==> src/rtl/calc_pkg.sv <==
// Shared types for the binary-to-BCD display path: FSM encoding, default sizing, BCD digit type.
package calc_pkg;

    localparam int DIGITS_DEF = 6;
    localparam int WIDTH_DEF  = 32;

    typedef logic [3:0] digit_t;

    typedef enum logic [1:0] {
        IDLE   = 2'd0,
        SHIFT  = 2'd1,
        FINISH = 2'd2
    } state_t;

endpackage

==> src/rtl/bcd_add3.sv <==
// Double-dabble digit correction: adds 3 to a BCD digit of 5 or more; purely combinational.
module bcd_add3 (
    input  logic [3:0] digit_i,
    output logic [3:0] digit_o
);

    assign digit_o = (digit_i >= 4'd5) ? (digit_i + 4'd3) : digit_i;

endmodule

==> src/rtl/bin2bcd_converter.sv <==
// Signed binary to packed BCD via serial double-dabble; done pulses WIDTH+1 edges after start.
// No queueing: start is ignored while busy, accepted again in the done cycle.
module bin2bcd_converter
    import calc_pkg::*;
#(
    parameter int DIGITS = DIGITS_DEF,
    parameter int WIDTH  = WIDTH_DEF
) (
    input  logic                  fnd_clk,
    input  logic                  rst,
    input  logic [WIDTH-1:0]      fnd_serial,
    input  logic                  start,
    output logic                  busy,
    output logic                  done,
    output logic [4*DIGITS-1:0]   bcd,
    output logic                  neg,
    output logic                  ovf
);

    // Scratch is sized to hold every decimal digit of a WIDTH-bit magnitude (10 digits for 32 bits).
    localparam int SCR_DIG = (WIDTH + 11) >> 2;
    localparam int SCR_W   = 4 * SCR_DIG;
    localparam int CW      = $clog2(WIDTH);

    state_t                state_q, state_d;
    logic [WIDTH-1:0]      shift_q, shift_d;
    logic [SCR_W-1:0]      scratch_q, scratch_d, scratch_adj;
    logic [CW-1:0]         cnt_q, cnt_d;
    logic                  sign_q, sign_d;
    logic                  done_q, done_d;
    logic [4*DIGITS-1:0]   bcd_q, bcd_d;
    logic                  neg_q, neg_d;
    logic                  ovf_q, ovf_d;
    logic [WIDTH-1:0]      mag;
    logic                  ovf_calc;

    // Unsigned negate keeps -2^(WIDTH-1) as the positive magnitude 2^(WIDTH-1).
    assign mag = fnd_serial[WIDTH-1] ? ((~fnd_serial) + WIDTH'(1)) : fnd_serial;

    for (genvar g = 0; g < SCR_DIG; g++) begin : g_add3
        bcd_add3 u_add3 (
            .digit_i (scratch_q[4*g +: 4]),
            .digit_o (scratch_adj[4*g +: 4])
        );
    end

    // A negative result gives up its leftmost display digit to the minus sign.
    assign ovf_calc = (|scratch_q[SCR_W-1:4*DIGITS])
                   || (sign_q && (|scratch_q[4*DIGITS-1 -: 4]));

    always_comb begin
        state_d   = state_q;
        shift_d   = shift_q;
        scratch_d = scratch_q;
        cnt_d     = cnt_q;
        sign_d    = sign_q;
        done_d    = 1'b0;
        bcd_d     = bcd_q;
        neg_d     = neg_q;
        ovf_d     = ovf_q;
        case (state_q)
            IDLE: begin
                if (start) begin
                    shift_d   = mag;
                    sign_d    = fnd_serial[WIDTH-1];
                    scratch_d = '0;
                    cnt_d     = '0;
                    state_d   = SHIFT;
                end
            end
            SHIFT: begin
                {scratch_d, shift_d} = {scratch_adj, shift_q} << 1;
                cnt_d = cnt_q + CW'(1);
                if (cnt_q == CW'(WIDTH - 1)) begin
                    state_d = FINISH;
                end
            end
            FINISH: begin
                done_d  = 1'b1;
                neg_d   = sign_q;
                ovf_d   = ovf_calc;
                bcd_d   = ovf_calc ? '0 : scratch_q[4*DIGITS-1:0];
                state_d = IDLE;
            end
            default: state_d = IDLE;
        endcase
    end

    always_ff @(posedge fnd_clk or posedge rst) begin
        if (rst) begin
            state_q   <= IDLE;
            shift_q   <= '0;
            scratch_q <= '0;
            cnt_q     <= '0;
            sign_q    <= 1'b0;
            done_q    <= 1'b0;
            bcd_q     <= '0;
            neg_q     <= 1'b0;
            ovf_q     <= 1'b0;
        end else begin
            state_q   <= state_d;
            shift_q   <= shift_d;
            scratch_q <= scratch_d;
            cnt_q     <= cnt_d;
            sign_q    <= sign_d;
            done_q    <= done_d;
            bcd_q     <= bcd_d;
            neg_q     <= neg_d;
            ovf_q     <= ovf_d;
        end
    end

    assign busy = (state_q != IDLE);
    assign done = done_q;
    assign bcd  = bcd_q;
    assign neg  = neg_q;
    assign ovf  = ovf_q;

endmodule
==> config.mk <==
export PLATFORM = sky130hd
export DESIGN_NAME = bin2bcd_converter
export DESIGN_NICKNAME = d
export VERILOG_FILES = /design/src/rtl/calc_pkg.sv /design/src/rtl/bcd_add3.sv /design/src/rtl/bin2bcd_converter.sv
export SDC_FILE = /design/constraint.sdc
export NUM_CORES = 1
export LEC_CHECK = 0
export BUFFER_PORTS_ARGS = -buffer_cell sky130_fd_sc_hd__buf_2
export CAP_MARGIN = 20
export CORE_ASPECT_RATIO = 0.6
export CORE_MARGIN = 4
export CORE_UTILIZATION = 30
export CTS_CLUSTER_SIZE = 24
export DETAILED_ROUTE_END_ITERATION = 10
export GPL_ROUTABILITY_DRIVEN = 1
export PLACE_DENSITY_LB_ADDON = 0.08
export SKIP_LAST_GASP = 1
export SLEW_MARGIN = 0
export SYNTH_ARGS = -nofsm -noshare
export SYNTH_HDL_FRONTEND = slang
export SYNTH_SLANG_ARGS = --single-unit
==> constraint.sdc <==
create_clock -name fnd_clk -period 4.4 [get_ports fnd_clk]
set_clock_uncertainty 0.15 [all_clocks]
set_input_delay 1.32 -clock fnd_clk [delete_from_list [all_inputs] [get_ports fnd_clk]]
set_output_delay 1.32 -clock fnd_clk [all_outputs]
set_load 0.1 [all_outputs]
# [Word-level counts from Yosys, hierarchy flattened]
# Cells that the tools add are included.
[classes] multipliers=0 eq_ne=5 n_div=0 n_lt_le_gt_ge=10 n_mux=22 shift=0 n_addsub=12 reduce_logical=10 bitwise=1
[ops] op="one-hot mux 40 bit (2 select lines)" n=1
[ops] op="two-way mux 32 bit" n=2
[ops] op="one-hot mux 32 bit (2 select lines)" n=1
[ops] op="greater-or-equal comparator 4 x 3 -> 1 bit (second input constant)" n=10
[ops] op="two-way mux 40 bit" n=1
[ops] op="adder 4 x 2 -> 4 bit (second input constant)" n=9
[ops] op="two-way mux 4 bit" n=9
[ops] op="adder 32 x 1 -> 32 bit (second input constant)" n=1
[ops] op="NOT 32 bit" n=1
[ops] op="two-way mux 24 bit" n=1
[ops] op="OR reduction 16 bit" n=1
[ops] op="one-hot mux 5 bit (2 select lines)" n=1
[ops] op="AND reduction 2 bit" n=3
[ops] op="adder 5 x 1 -> 5 bit (second input constant)" n=1
[ops] op="equality test 5 bit (second input constant)" n=1
[ops] op="two-way mux 5 bit" n=1
[ops] op="two-way mux 2 bit" n=2
[ops] op="inequality test 2 bit (second input constant)" n=2
[ops] op="one-hot mux 2 bit (2 select lines)" n=1
[ops] op="nonzero test 2 bit" n=2
[ops] op="OR reduction 4 bit" n=1
[ops] op="adder 3 x 2 -> 3 bit (second input constant)" n=1
[ops] op="two-way mux 3 bit" n=1
[ops] op="equality test 2 x 1 -> 1 bit (second input constant)" n=1
[ops] op="other kinds (5)" n=5
[word_totals] regBits=107 romBits=0 mem_bits_rw=0 memories=0 in_bits=35 word_cells=69 output_inout_bits=28 latchBits=0

# [Logic depth before layout (Yosys ltp)]
# Gate-level depths: netlist of run 1.
[depth] word_depth=5 ltp_mapped=7 mapped_depth_nobuf=7

# [Cells and area by module]
# From an unflattened synthesis of run 1, not the netlist that was laid out.
[unflattened] cells_unflattened=699 hier_area_um2=6173.4
[modules_own_cells] module="bin2bcd_converter" seq_area_each_um2=2677.6 n_inst=1 cells_each=539 area_each_um2=5159.9
[modules_own_cells] module="bcd_add3" seq_area_each_um2=0.0 n_inst=10 cells_each=16 area_each_um2=101.3

# [Least setup slack after synthesis of run 1]
# No wires, ideal clock.
[synth_timing] path_type="input port to flip-flop" start="input fnd_serial[18]" end="register shift_q[23]" required_ns=4.112 cell_stages=6 n_path_buf=1 setup_time_ns=0.138 path_slack_ns=1.134 arrival_ns=2.978 path_cell_list="or4_4 or4_4 buf_6 or3_4 mux2i_1 o211ai_1"
[synth_between] elab_chain_cells=5
[synth_lines] element="start: declaration" line_no="bin2bcd_converter.sv:11" text="input logic [WIDTH-1:0] fnd_serial,"
[synth_lines] element="NOT 32 bit" line_no="bin2bcd_converter.sv:38" text="assign mag = fnd_serial[WIDTH-1] ? ((~fnd_serial) + WIDTH'(1)) : fnd_serial;"
[synth_lines] element="adder 32 x 1 -> 32 bit" line_no="bin2bcd_converter.sv:38"
[synth_lines] element="two-way mux 32 bit" line_no="bin2bcd_converter.sv:38"
[synth_lines] element="two-way mux 32 bit" line_no="bin2bcd_converter.sv:63" text="if (start) begin"
[synth_lines] element="one-hot mux 32 bit (2 select lines)" line_no="bin2bcd_converter.sv:61" text="case (state_q)"
[synth_lines] element="end signal: assignment" line_no="bin2bcd_converter.sv:102" text="shift_q <= shift_d;"
[synth_lines] element="end: declaration" line_no="bin2bcd_converter.sv:26" text="logic [WIDTH-1:0] shift_q, shift_d;"
# No other way between the ends. The select of a mux whose other input is x is not followed.
# A chain may end at the register's enable or synchronous reset.

# [Worst setup path in the final report of run 1]
[layout_timing] start="input fnd_serial[0]" end="register shift_q[22]"
# Same word-level chain as after synthesis.

==> results of run 1 <==
synth_stat cells, types with 2 or more instances:
cell,number
dfrtp_1,107
nand2_1,45
o21ai_1,43
a21oi_1,28
a22oi_1,28
ha_1,27
clkbuf_1,26
a22o_1,25
nor2_1,25
inv_1,24
xor2_1,24
o31ai_1,19
o22ai_1,15
nand2b_1,12
xnor2_1,11
a32o_1,10
o21ai_0,9
mux2i_1,7
nand3_1,6
nor2b_1,6
nor3b_1,6
o211ai_1,6
nand4_1,4
nor3_1,4
o32ai_1,4
o41ai_2,4
nor4b_1,3
o41ai_1,3
or3_1,3
and2_1,2
and3_1,2
buf_1,2
mux2_2,2
nor4_1,2
nor4_2,2
or4_1,2
or4_4,2
power by group through the flow:
stage | registers [mW] | clock network, mW | logic [mW]
2_1_floorplan | 1.54 | 0 | 1.25
3_3_place_gp | 1.63 | 0 | 1.56
3_5_place_dp | 1.63 | 0 | 1.60
4_1_cts | 1.62 | 0.998 | 1.61
5_1_grt | 1.67 | 1.03 | 1.82
6_report | 1.62 | 0.973 | 1.59
sequential cells by signal (all words and copies together), names as in the netlist:
name / flops
bcd: 24
cnt_q: 5
done: 1
neg: 1
ovf: 1
scratch_q: 40
shift_q: 32
sign_q: 1
state_q: 2
metrics by stage:
step	power (mW)	area [um2]	utilization	setup WS, ps	hold slack (ps)
after floorplan	2.79	5650	-	113	287
after global placement	3.19	6260	0.343	922	308
after detailed placement	3.23	6260	0.343	859	309
after CTS	4.23	6620	0.362	1240	322
after global routing	4.52	6640	0.364	927	337
final	4.18	6640	0.364	1250	324
placed cells by master (no fill, tap or decap), types with 3 or more instances in the layout:
cell type    n
mux2i_1      7
buf_2       62
nand2b_1    12
dfrtp_1    107
o32ai_1      4
o41ai_1      3
o21ai_1     43
nor2_1      24
nor3b_1      6
buf_4       11
xor2_1      24
o22ai_1     15
a22o_1      25
bufinv_16    3
inv_1       23
a22oi_1     28
a21oi_1     27
nand3_1      6
ha_1        27
o31ai_1     19
nand4_1      4
xnor2_1     11
o21ai_0      9
nor3_1       4
clkbuf_16    9
nand2_1     45
a32o_1      10
or3_1        3
nor2b_1      5
inv_6        3
nor4b_1      3
o41ai_2      4
o211ai_1     6
logic make-up (layout without fill, tap and decap cells):
family / after synthesis / count (layout)
AND/OR/NAND/NOR: 130 / 130
flip-flops: 107 / 107
XOR/XNOR: 35 / 35
AO/OA/AOI/OAI: 195 / 195
adder cells (fa/ha/maj): 27 / 27
multiplexers: 9 / 9
buffers and inverters: 54 / 116
worst register-to-register path, delay by kind of cell, from the launching register on:
kind                     cells  cell delay, ps
buffers and inverters        2             440
AO/OA/AOI/OAI                2             320
flip-flops                   1             400
AND/OR/NAND/NOR              2             600
adder cells (fa/ha/maj)      1             160
routing by layer:
metal	global-route usage	part of all wire	vias up
met5	0	0	-
met4	0.0288	0.0081	0
met3	0.0327	0.041	10
met1	0.221	0.54	2184
li1	-	-	2166
met2	0.211	0.41	65
how the worst min path moves through the flow:
stage / from / to / depth (start not counted)
after floorplan: cnt_q[3] / cnt_q[3] / 1
after global placement: cnt_q[3] / cnt_q[3] / 1
after detailed placement: cnt_q[3] / cnt_q[3] / 1
after CTS: cnt_q[3] / cnt_q[3] / 1
after global routing: cnt_q[3] / cnt_q[3] / 1
final: cnt_q[3] / cnt_q[3] / 1
cell type report:
type / instances / area [um2] / share of cell area
Clock inverter: 6 / 116 / 0.0175
Multi-Input combinational cell: 396 / 2770 / 0.418
Inverter: 25 / 96.3 / 0.0145
Tap cell: 240 / 300 / 0.0452
Clock buffer: 10 / 239 / 0.0360
Sequential cell: 107 / 2680 / 0.403
Timing Repair Buffer: 75 / 440 / 0.0663
==> results.md, run 1 <==
| Quantity | This run |
| --- | --- |
| H-tree depth | 3 |
| Number of gates resized after cts | 0 |
| Detail-routed via count per cell | 5.15 |
| Number of buffers inserted by hold repair at cts | 0 |
| Final Setup Violations | 0 |
| Layout-stage area growth over the synthesis result | 17.6% |
| Most frequently used flop master after synthesis | dfrtp_1 |
| Cell variety after synth | 44 |
| Max stage delay on crit path | 530 ps |
| Synth Area in Simple Gates | 0.120 |
| Result of the run | finished, final reports clean |
| Setup repair after global routing missed its margin | no |
| Drt total wl | 14,700 um |
| Die Outline Area | 21,200 um2 |
| CP max FO | 9 |
| Proportion of netlist area held by the largest area contributor | 0.474 |
| Crit. path cell count | 9 |
| Slowest library cell on the worst path | nor4b_1 |
| Initial Util | 0.309 |
| Last element of the critical path | shift_q[22] |
| Share of async-settable or async-resettable flops after synthesis | 1.00 |
| Final RePlAce weighted congestion | 0.785 |
| Max Cap Violations | 0 |
| Complex-gate fraction of the synthesized area | 0.239 |
| Total of warnings raised by yosys | 0 |
| Ratio of final minimum period to clock period | 0.715 |
| Adder-cell share of the synthesized area | 0.0598 |
| IO buf count | 62 |
| Max Freq | 0.318 GHz |
| Classification of the worst setup path | in -> reg |
| First-pass iteration count of the detailed router | 5 |
| Portion of total power attributed to combinational logic | 0.380 |
| Final Critical Period | 3150 ps |
| Register-to-Register Setup Slack | 2260 ps |
| Final antenna-violating net count | 0 |
| Net switching power | 1.60 mW |
| Worst reg2reg path startpoint | scratch_q[28] |
| Residual overflow from global routing | 0 |
| Global-route wire length before repair | 24,900 um |
| Share of power burned in the clock network | 0.233 |
| Initial DRC count | 328 |
| Cell types occupying the most area after synthesis | dfrtp_1 (47%), ha_1 (6.0%), a22o_1 (3.9%) |
| Portion of netlist area occupied by mux cells | 0.0164 |
| Gate count of the mapped netlist | 557 |
| Non-filler cells in the finished layout | 859 |
| Chip Width | 185 um |
| Overall Global Routing Usage | 0.145 |
| Number of antenna violations at the first check in global routing | 0 |
| Leakage power figure | 2.97 nW |
| Average wire per standard cell | 17.1 um |
| Launching element type of the critical path | input port |
| Synthesized netlist net count | 619 |
| Actual transition at the worst max-transition pin | 852 ps |
| Parity-gate share of the synthesized area counting xor and xnor cells | 0.0543 |
| Pin count of the biggest net entering global routing | 49 |
| Master cell of the clock root buffer | clkbuf_16 |
| Clock-pin slew of the registers on the worst-case setup and hold paths | 80 ps |
| Element type at the critical path end | flip-flop |
| Mean Syn Cell Area | 10.1 um2 |
| Standard-cell row count | 38 |
| HPWL after detailed placement | 9940 um |
| Critical path origin | fnd_serial[0] |
| Count of inserted antenna diode cells | 0 |
| Count of boundary I/O pins | 63 |
| Tightest Hold Check Type | reg -> reg |
| Sequential element share of the synthesized area | 0.474 |
| Share of final-layout standard cells stronger than drive strength 1 | 0.174 |
| Clock tree from TritonCTS | built |
| Via count | 4,425 |
| Cells traversed along the worst timing path | buf_2 -> inv_1 -> ha_1 -> nor4b_1 -> nand4_1 -> buf_4 -> o41ai_1 -> xor2_1 -> o21ai_1 |
| Power per cell area | 629 nW/um2 |
| Height of the chip | 114 um |
| Clock insertion delay at the later pin of the skew report | 350 ps |
| VDD IR max | 0.000275 V |
| Final max-slew violation count | 0 |
| Post-CTS setup buffer count | 0 |
| Combinational family with the most area after synthesis | compound AO/OA/AOI/OAI gates |
| Worst r2r path cells | 7 |
| Worst path buffer plus inverter count | 3 |
| Core ar. | 18,300 um2 |
| Longest Clk Path Bufs | 2 |
| Required time at the worst-slack endpoint | 4490 ps |
| Sw frac | 0.383 |
| Internal power contribution | 2.58 mW |
| Share of power burned in registers | 0.387 |
| Via count of the first global-routing pass | 4,588 |
| Layout Nets | 676 |
| Filler Cell Count | 1,865 |
| Number of placed cells counting well taps | 842 |
| Hold Vio Cnt, Final | 0 |
| Residual DRC count | 0 |
| Num Clock Sinks | 107 |
| Mapped Area | 5650 um2 |
| Setup total negative slack | 0 ps |
| EDFF count, synth | 0 |
| Family with the most delay on the worst path | simple AND/OR/NAND/NOR gates |
| Num CTS Buffers | 9 |
| Yosys reg bits | 107 |
| Worst flop-to-flop path endpoint | bcd[15] |
| Top cell type by total area after synthesis | dfrtp_1 |
| Data arrival time at the worst-slack endpoint | 3230 ps |
| Relative slew margins | 0.430 |
No activity file was read; power rests on OpenSTA's default activity.
==> run 2: changes to the inputs <==
ABC_AREA = 1   (was unset)
clock period = 2.86 ns   (was 4.4 ns; I/O delays follow)
==> results.md, run 2 <==
| Quantity | This run | vs previous |
| --- | --- | --- |
| Share of async-settable or async-resettable flops after synthesis | 1.00 | unchanged |
| Via count | 5,298 | +20% |
| Initial Util | 0.312 | +0.00273 |
| Synth top cells by count | nand2_1 (193), dfrtp_1 (107), o21ai_0 (94), inv_1 (68), nand3_1 (65) |  |
| Residual DRC count | 0 | unchanged |
| Relative slew margins | 0.529 | +0.0994 |
| Required time at the worst-slack endpoint | 1850 ps | -2640 ps |
| Number of antenna violations at the first check in global routing | 0 | unchanged |
| IO buf count | 62 | unchanged |
| Initial DRC count | 384 | +17% |
| Die Outline Area | 22,600 um2 | +6.9% |
| Worst flop-to-flop path endpoint | bcd[5] |  |
| Num CTS Buffers | 9 | unchanged |
| Most used cells in the layout excluding fill and tap cells | nand2_1 (193), dfrtp_1 (107), o21ai_0 (94), inv_1 (67), nand3_1 (65) |  |
| Cells traversed along the worst timing path | nor2_1 -> inv_1 -> buf_2 |  |
| Cell types occupying the most area after synthesis | dfrtp_1 (44%), nand2_1 (12%), o21ai_0 (7.8%) |  |
| Standard-cell row count | 39 | +2.6% |
| Total chip power | 6.71 mW | +61% |
| EDFF count, synth | 0 | unchanged |
| HPWL after detailed placement | 11,900 um | +20% |
| Most common cell in the synthesized netlist | nand2_1 |  |
| Top cell type by total area after synthesis | dfrtp_1 |  |
| Data arrival time at the worst-slack endpoint | 1250 ps | -1980 ps |
| Final antenna-violating net count | 0 | unchanged |
| Register containing the most flip-flops in the final layout | scratch_q |  |
| Result of the run | finished, final reports clean |  |
| Cell variety after synth | 35 | -20% |
| Pin count of the biggest net entering global routing | 47 | -4.1% |
| Clock-pin slew of the registers on the worst-case setup and hold paths | 70 ps | about the same |
| Final max-slew violation count | 0 | unchanged |
| Count of boundary I/O pins | 63 | unchanged |
| Worst reg2reg path startpoint | scratch_q[32] |  |
| Element type at the critical path end | output port |  |
| Number of gates resized after cts | 0 | unchanged |
| Mean Syn Cell Area | 7.79 um2 | -23% |
| Clock tree from TritonCTS | built |  |
| Number of buffers inserted by hold repair at cts | 0 | unchanged |
| Final Setup Violations | 0 | unchanged |
| Synthesized netlist net count | 840 | +36% |
| CP max FO | 3 | -6 |
| Max Cap Violations | 0 | unchanged |
| Hold Crit Endpoint | bcd[15] |  |
| Worst path buffer plus inverter count | 2 | -1 |
| Largest register FFs | 40 | unchanged |
| Non-filler cells in the finished layout | 1,103 | +28% |
| Sequential element share of the synthesized area | 0.442 | -0.0323 |
| Via count of the first global-routing pass | 5,266 | +15% |
| Average wire per standard cell | 14.8 um | -13% |
| Detail-routed via count per cell | 4.80 | -6.8% |
| Ratio of final minimum period to clock period | 0.788 |  |
| Design Area, Final | 6990 um2 | +5.2% |
| Share of final-layout standard cells stronger than drive strength 1 | 0.123 | -0.0514 |
| Worst r2r path cells | 8 | +1 |
| Max stage delay on crit path | 410 ps | -120 ps |
| Final RePlAce weighted congestion | 0.842 | +7.3% |
| Height of the chip | 118 um | +3.3% |
| Setup total negative slack | 0 ps | unchanged |
| Drt total wl | 16,400 um | +11% |
| First-pass iteration count of the detailed router | 5 | unchanged |
| Family with the most delay on the worst path | buffers and inverters |  |
| Layout Nets | 894 | +32% |
| Mapped Area | 6060 um2 | +7.3% |
| Chip Width | 191 um | +3.4% |
| Gate count of the mapped netlist | 778 | +40% |
| Register-to-Register Setup Slack | 960 ps | -1300 ps |
| Setup repair after global routing missed its margin | no |  |
| VDD IR max | 0.000340 V | +24% |
| Tightest Hold Check Type | reg -> reg |  |
| Residual overflow from global routing | 0 | unchanged |
| Yosys reg bits | 107 | unchanged |
| Hold Vio Cnt, Final | 0 | unchanged |
| Proportion of netlist area held by the largest area contributor | 0.442 | -0.0323 |
| Launching element type of the critical path | flip-flop |  |
| Classification of the worst setup path | reg -> out |  |
| Number of placed cells counting well taps | 1,087 | +29% |
| Layout-stage area growth over the synthesis result | 15.4% |  |
| Origin of the worst min-delay path | bcd[15] |  |
| Global-route wire length before repair | 27,400 um | +10% |
| Master cell of the clock root buffer | clkbuf_16 |  |
| Power per cell area | 960 nW/um2 | +53% |
| Overall Global Routing Usage | 0.149 | +0.00351 |
| Most frequently used flop master after synthesis | dfrtp_1 |  |
| Leakage power figure | 3.44 nW | +16% |
| Core ar. | 19,400 um2 | +6.4% |
| Total of warnings raised by yosys | 0 | unchanged |
| Final Critical Period | 2250 ps |  |
| Actual transition at the worst max-transition pin | 705 ps | -147 ps |
| H-tree depth | 3 | unchanged |
| Cell Area, Placed | 6650 um2 | +6.1% |
| Longest Clk Path Bufs | 2 | unchanged |
| Max Freq | 0.444 GHz |  |
| Count of inserted antenna diode cells | 0 | unchanged |
| Slowest library cell on the worst path | buf_2 |  |
| Post-CTS setup buffer count | 0 | unchanged |
| Cell count of the worst hold path | 2 | +1 |
| Num Clock Sinks | 107 | unchanged |
| Clock insertion delay at the later pin of the skew report | 350 ps | about the same |
| Commonest non-fill, non-tap cell in the layout | nand2_1 |  |
[run 2: changes by cell type after synthesis, sizes merged, moves of 17 or more]
cell	delta
a21oi	+17
a22o	-23
buf	+21
clkbuf	-20
inv	+49
nand2	+149
nand3	+59
nor2	+38
o21ai	+47
o31ai	-18
[run 2: how the worst max path moves through the flow]
stage / depth (start not counted) / slack [ps] / from / end
2_1_floorplan: 1 / 560 / rst / bcd[0]
6_report: 3 / 610 / state_q[0] / busy
4_1_cts: 3 / 580 / state_q[0] / busy
5_1_grt: 3 / 540 / state_q[0] / busy
3_3_place_gp: 10 / 450 / fnd_serial[0] / shift_q[24]
3_5_place_dp: 9 / 410 / fnd_serial[0] / shift_q[22]
[run 2: per-layer routing]
metal | GRT usage | vias up | share of wire
met4 | 0.0247 | 0 | 0.0068
li1 | - | 2692 | -
met2 | 0.204 | 86 | 0.40
met1 | 0.240 | 2509 | 0.56
met5 | 0 | - | 0
met3 | 0.0317 | 11 | 0.038
[run 2: worst reg2reg max path, cell delays in order, from the launching register on]
cell	delay [ps]
dfrtp_1	430
inv_1	110
ha_1	150
nand4_1	130
nor2_1	160
nand2_1	100
inv_2	320
nand3_1	180
nand2_1	100
[run 2: logic make-up after synthesis]
| group | Yosys count | synth area share |
|---|---|---|
| compound gates | 189 | 0.174 |
| xor+xnor | 12 | 0.0173 |
| fa+ha+maj | 27 | 0.0557 |
| buf+inv | 104 | 0.0739 |
| flops | 107 | 0.442 |
| mux | 1 | 0.00165 |
| simple gates | 338 | 0.235 |
[run 2: metrics by stage]
step            util  worst slack (ps)  hold WS (ps)
5_1_grt        0.360               539           356
2_1_floorplan      -               564           303
6_report       0.360               607           323
3_3_place_gp   0.342               450           313
4_1_cts        0.360               582           330
3_5_place_dp   0.342               409           310
[run 2: final cells by class]
cell class	count	area, um2
flip-flops and latches	107	2680
fillers	2069	12400
repair buffers	73	418
multi-input cells	567	2940
inverters	74	282
well taps	266	333
clock inverters	7	121
clock buffers	9	225
[run 2: power breakdown]
part	total (mW)	internal (mW)	leakage, nW	switching, mW
clock	1.45	0.863	0.170	0.588
combinational	2.70	1.03	1.92	1.67
sequential	2.56	2.10	1.35	0.464
total	6.71	3.99	3.44	2.72
